## config.mk

```make
export PLATFORM = sky130hd
export DESIGN_NAME = core_nios2_oci_dct_ctrl
export DESIGN_NICKNAME = d
export VERILOG_FILES = /design/src/rtl/core_nios2_oci_dct_ctrl.sv
export SDC_FILE = /design/constraint.sdc
export NUM_CORES = 1
export LEC_CHECK = 0
export BUFFER_PORTS_ARGS = -buffer_cell sky130_fd_sc_hd__buf_4
export CAP_MARGIN = 30
export CORE_MARGIN = 2
export CORE_UTILIZATION = 45
export DETAILED_ROUTE_END_ITERATION = 12
export HOLD_SLACK_MARGIN = 0.08
export PLACE_DENSITY = 0.69
export SLEW_MARGIN = 20
export SYNTH_ARGS = -nofsm -noshare
export SYNTH_HDL_FRONTEND = slang
export SYNTH_SLANG_ARGS = --single-unit
```

## constraint.sdc

```tcl
create_clock -name clk -period 5.75 [get_ports clk]
set_clock_uncertainty 0.15 [all_clocks]
set_input_delay 0.2875 -clock clk [delete_from_list [all_inputs] [get_ports clk]]
set_output_delay 0.2875 -clock clk [all_outputs]
set_load 0.01 [all_outputs]
```

## src/rtl/core_nios2_oci_dct_ctrl.sv

```systemverilog
// OCI data-capture-trace sequencer: packs 2-bit trace atoms into a 30-bit DCT
// frame and hands frames to the trace FIFO on full, flush, idle timeout or disable.
module core_nios2_oci_dct_ctrl #(
  parameter int unsigned TIMEOUT = 255
) (
  input  logic        clk,
  input  logic        reset,
  input  logic        trace_enable,
  input  logic        atom_valid,
  input  logic [1:0]  atom_data,
  output logic        atom_ready,
  input  logic        flush,
  output logic        frm_valid,
  input  logic        frm_ready,
  output logic [29:0] frm_buffer,
  output logic [3:0]  frm_count,
  output logic [29:0] dct_buffer,
  output logic [3:0]  dct_count,
  output logic        idle
);

  typedef enum logic [1:0] {
    EMPTY,
    FILL,
    FULL
  } occ_t;

  localparam logic [8:0] TMO = 9'(TIMEOUT);

  occ_t        occ;
  logic        flush_pend;
  logic [7:0]  idle_cnt;
  logic        timeout_hit;
  logic        out_free;
  logic        xfer;
  logic        accept;
  logic [29:0] buf_ins;

  always_comb begin
    if (dct_count == 4'd0)
      occ = EMPTY;
    else if (dct_count == 4'd15)
      occ = FULL;
    else
      occ = FILL;

    // idle_cnt + 1 > TMO is idle_cnt >= TMO without a constant compare when TMO is 0
    timeout_hit = (TMO != 9'd0) && (({1'b0, idle_cnt} + 9'd1) > TMO);
    out_free    = !frm_valid || frm_ready;
    // A flush pulse takes effect in its own cycle, not only once registered
    xfer        = (occ != EMPTY) && out_free &&
                  ((occ == FULL) || flush_pend || flush || timeout_hit || !trace_enable);
    atom_ready  = trace_enable && ((occ != FULL) || xfer);
    accept      = atom_valid && atom_ready;
    idle        = (occ == EMPTY) && !frm_valid && !flush_pend;
    buf_ins     = dct_buffer | (30'(atom_data) << {dct_count, 1'b0});
  end

  always_ff @(posedge clk) begin
    if (reset) begin
      frm_valid  <= 1'b0;
      frm_buffer <= '0;
      frm_count  <= '0;
      dct_buffer <= '0;
      dct_count  <= '0;
      flush_pend <= 1'b0;
      idle_cnt   <= '0;
    end else begin
      if (xfer) begin
        frm_valid  <= 1'b1;
        frm_buffer <= dct_buffer;
        frm_count  <= dct_count;
      end else if (frm_ready) begin
        frm_valid  <= 1'b0;
      end

      // An atom accepted alongside an xfer starts the next frame in slot 0
      if (xfer) begin
        dct_buffer <= accept ? {28'd0, atom_data} : '0;
        dct_count  <= accept ? 4'd1 : 4'd0;
      end else if (accept) begin
        dct_buffer <= buf_ins;
        dct_count  <= dct_count + 4'd1;
      end

      if (xfer || ((occ == EMPTY) && !accept))
        flush_pend <= 1'b0;
      else if (flush)
        flush_pend <= 1'b1;

      if (accept || xfer)
        idle_cnt <= '0;
      else if ((occ != EMPTY) && (idle_cnt != 8'hFF))
        idle_cnt <= idle_cnt + 8'd1;
    end
  end

endmodule
```

# After elaboration in Yosys (flattened, before gate mapping)
# Index checks and enable logic that the tools add are counted.
# word_totals
ff_bits	78
in_bits	8
out_inout_bits	71
word_cells	54
# op_classes
add_sub_neg	3
order_cmp	1
n_eq_ne	4
n_shift	1
n_mux	10
n_bitwise	1
reduce_logical	27
# ops
operator	n
$mux 30	2
$or 30x30->30	1
$shl 2x5->30	1
$add 8x1->9 const B	1
$gt 9x8->1 const B	1
$add 8x1->8 const B	1
$logic_and 1x1->1	8
$logic_or 1x1->1	8
$mux 4	2
$ne 8x8->1 const B	1
$mux 2	3
$reduce_bool 2->1	3
$add 4x1->4 const B	1
$eq 4x4->1 const B	1
$logic_not 1->1	4
$logic_not 4->1	1
$reduce_or 2->1	2
$mux 1	3
$eq 2x2->1 const B	1
$logic_not 2->1	1
$ne 2x2->1 const B	1

# Longest topological paths before layout
# depth
ltp_word	16
mapped_depth	8
mapped_depth_nobuf	7

# Least setup slack after synthesis
# No wires, ideal clock.
# synth_timing
path_kind	flip-flop to output port
from	register dct_count[1]
to	output port atom_ready
arrival_time_ns	2.013
t_required_ns	5.313
path_slack_ns	3.299
path_stages_with_launch	9
path_buffers	2
path_cell_list	dfxtp_1 inv_1 ha_1 a21boi_1 o2111ai_2 o21a_1 buf_6 buf_12 a21boi_1
# synth_between
elab_chain_len	11
word_cells_on_any_way	15
cone_classes	3 x eq/ne; 2 x mux; 10 x reduce/logical
# synth_lines
item	line_no	rtl
start, declared	18	output logic [3:0] dct_count,
start signal, assigned	80	dct_count <= accept ? 4'd1 : 4'd0;
start signal, assigned	83	dct_count <= dct_count + 4'd1;
$eq 4x4->1	42	else if (dct_count == 4'd15)
$mux 2	42	
$mux 2 *	40	if (dct_count == 4'd0)
$eq 2x2->1	52	((occ == FULL) || flush_pend || flush || timeout_hit || !trace_enable);
$logic_or 1x1->1 (4 in series)	52	
$logic_and 1x1->1	51	xfer = (occ != EMPTY) && out_free &&
$logic_or 1x1->1 *	53	atom_ready = trace_enable && ((occ != FULL) || xfer);
$logic_and 1x1->1 *	53	
end, declared	11	output logic atom_ready,
# Every way passes the cells marked *; elsewhere a longest branch is shown, timed or not.

# Worst setup path after layout
# layout_timing
from	register idle_cnt[0]
to	output port atom_ready
# layout_between
elab_chain_len	7
# layout_lines
item	line_no	rtl
start, declared	32	logic [7:0] idle_cnt;
start signal, assigned	94	idle_cnt <= idle_cnt + 8'd1;
$add 8x1->9	48	timeout_hit = (TMO != 9'd0) && (({1'b0, idle_cnt} + 9'd1) > TMO);
$gt 9x8->1	48	
$logic_or 1x1->1 (2 in series)	52	
$logic_and 1x1->1	51	
$logic_or 1x1->1	53	
$logic_and 1x1->1	53	
# No other way between the ends.

==> impl_metrics.yaml <==
detailed_routing:
  wl_microns: 7740
  drc: 0
  drt-pass1-iter-count: 4
  drtIter0Drc: 123
  vias: 2843
  vias_per_cell: 5.32
  ant_nets: 0
  drt-wirelength-per-cell_microns: 14.5
worst_setup_path:
  cp.arrival_ps: 2760
  slowest_delay_ps: 620
  cpLargestDelayFamily: "compound AO/OA/AOI/OAI gates"
  crit_chain: "ha_1 -> and4_1 -> nand2_1 -> xor2_1 -> o21a_4 -> a21boi_1 -> buf_4"
  reg2reg_setup_slack_ps: 2960
  startpoint: "idle_cnt[0]"
  worstPathRequired_ps: 5310
  crit_type: "reg -> out"
  rr_startpoint: "dct_count[0]"
  startpoint_type: "register"
  reg2reg_depth: 7
  cp.depth: 7
  path_max_fanout: 37
  crit_path_end: "atom_ready"
  end_kind: "output port"
  crit_buf_inv: 1
  reg2reg_to: "idle_cnt[0]"
  cp_slowest_cell: "o21a_4"
final_layout:
  utilization: 0.570
  final_cell_mix: "79 x buf_4, 78 x dfxtp_1, 75 x nand2_1"
  diodes: 0
  syn_to_final_growth_pct: 23.5
  fin_nets: 442
  layout_commonest_cell: "buf_4"
  num-fill-cells: 683
  drive_above_1_share: 0.246
sta:
  setup_tns_ps: 0
  rsz0062_at_grt: "false"
  slew_viol_final: 0
  relSlewSlack: 0.405
  fin_crit_sh: 0.556
  min_period_ps: 3200
  tightest_slew_ps: 890
  fmax_mhz: 313
  hold_slack_ps: 119
  final-hold-violation-count: 0
  setup_viol: 0
global_route:
  grt_pass1_wl_microns: 12600
  grt_usage: 0.191
  grt_max_degree: 69
  overflow: 0
  grt_pass1_vias: 2536
  antenna_found_initial: 0
placement:
  gp_congestion: 0.857
  portBuffers: 78
  dp_hpwl_microns: 5240
clock_tree:
  cts_buffer_depth: 2
  path_clk_slew_ps: 70
  cts_setup_buffers: 0
  clk_latency_ps: 330
  ctsHoldBuffers: 0
  cts_tree: "yes"
  htreeDepth: 3
  ctsResizeCount: 0
  cts_inserted_buffers: 9
  clock-sinks: 78
  clock-root-buffer: "clkbuf_8"
synth:
  ys_seq_area_frac: 0.471
  yosysWarnings: 0
  async_flop_share: 0
  syn_avg_cell_area_sq_um: 9.13
  synthCells: 363
  synth_ff_type: "dfxtp_1"
  synth_edf_count: 0
  syn_area_sq_um: 3310
  ys_ff_latch: 78
  ys_types: 49
  synth_nets: 375
die:
  fp.dieW_microns: 89.8
  die_h_microns: 89.8
  initial_utilization: 0.462
  core_area_sq_um: 7180
  die_area_sq_um: 8060
  ios: 79
  rows: 31
pwr:
  peakVddDrop_uv: 113
  p_leak_uw: 0.00180
  powerDensity_nw_per_um2: 253
outcome:
  status: "finished clean"
hold_path:
  min_path_type: "in -> reg"
run:
  maxCapViolations: 0
[layer usage]
| metal | wire [microns] | track usage | part of all wire | up-vias |
|---|---|---|---|---|
| met5 | 0 | 0 | 0 | - |
| met4 | 184 | 0.0885 | 0.024 | 0 |
| met3 | 337 | 0.0335 | 0.044 | 13 |
| met2 | 3570 | 0.311 | 0.46 | 71 |
| met1 | 3650 | 0.249 | 0.47 | 1350 |
| li1 | - | - | - | 1409 |
[cell type report]
type | instances | area (sq um) | share of cell area
clock inverter | 6 | 61.3 | 0.0150
timing repair buffer | 81 | 618 | 0.151
tap | 99 | 124 | 0.0303
clock buffer | 10 | 128 | 0.0312
multi-input combinational | 256 | 1580 | 0.387
inverter | 4 | 15.0 | 0.00367
sequential | 78 | 1560 | 0.382
[Yosys cell counts, drive strengths merged (6+ instances only)]
cell type  count  area, sq um
dfxtp         78         1560
nand2         75          282
nor3          37          185
mux2i         33          330
a21oi         28          140
clkbuf        15         56.3
and3          10         62.6
buf           10          104
nor2           8         30.0
a31oi          7         43.8
nor4           7         43.8
xor2           6         52.6
[state kept, by name, indices dropped and copies added, names as in the netlist]
name        flops
flush_pend      1
frm_valid       1
idle_cnt        8
frm_count       4
dct_buffer     30
frm_buffer     30
dct_count       4
[how the worst min path moves through the flow]
stage | from | depth (start not counted) | endpoint | slack, ps
6_report | flush | 3 | flush_pend | 120
5_1_grt | frm_ready | 3 | frm_valid | 120
4_1_cts | flush | 3 | flush_pend | 110
3_5_place_dp | frm_buffer[3] | 2 | frm_buffer[3] | 300
3_3_place_gp | frm_buffer[29] | 2 | frm_buffer[29] | 300
2_1_floorplan | frm_count[3] | 2 | frm_count[3] | 330
[where the power goes]
group          switching (uW)  total [uW]  internal [uW]
sequential               5.43         550            544
clock                     195         395            200
combinational            58.0        91.0           32.9
[worst register-to-register path, cell delays in order, from the launching register on]
cell	delay (ps)
dfxtp_1	510
inv_1	150
ha_1	250
a21boi_1	250
o2111ai_2	270
o21ai_2	540
buf_4	410
nor4_1	120
[cells by family (layout without fill, tap and decap cells)]
logic type,after synthesis,in the layout,share of synthesized area
adders and majority gates,4,4,0.0151
buffers and inverters,29,101,0.0529
DFF,78,78,0.471
xor gates and xnor gates,8,8,0.0211
AOI/OAI and AO/OA,52,52,0.103
muxes,35,35,0.108
and+or+nand+nor,157,157,0.229
[per-stage QoR]
step	setup WS [ps]	std cells	instance area (sq um)	power [uW]
after floorplan	3300	363	3310	635
after global placement	2590	516	3870	651
after global routing	2320	534	4090	1070
after detailed placement	2870	516	3880	652
final	2550	534	4090	1040
after CTS	2500	532	4070	1040
Power figures use the tool's default switching activity.
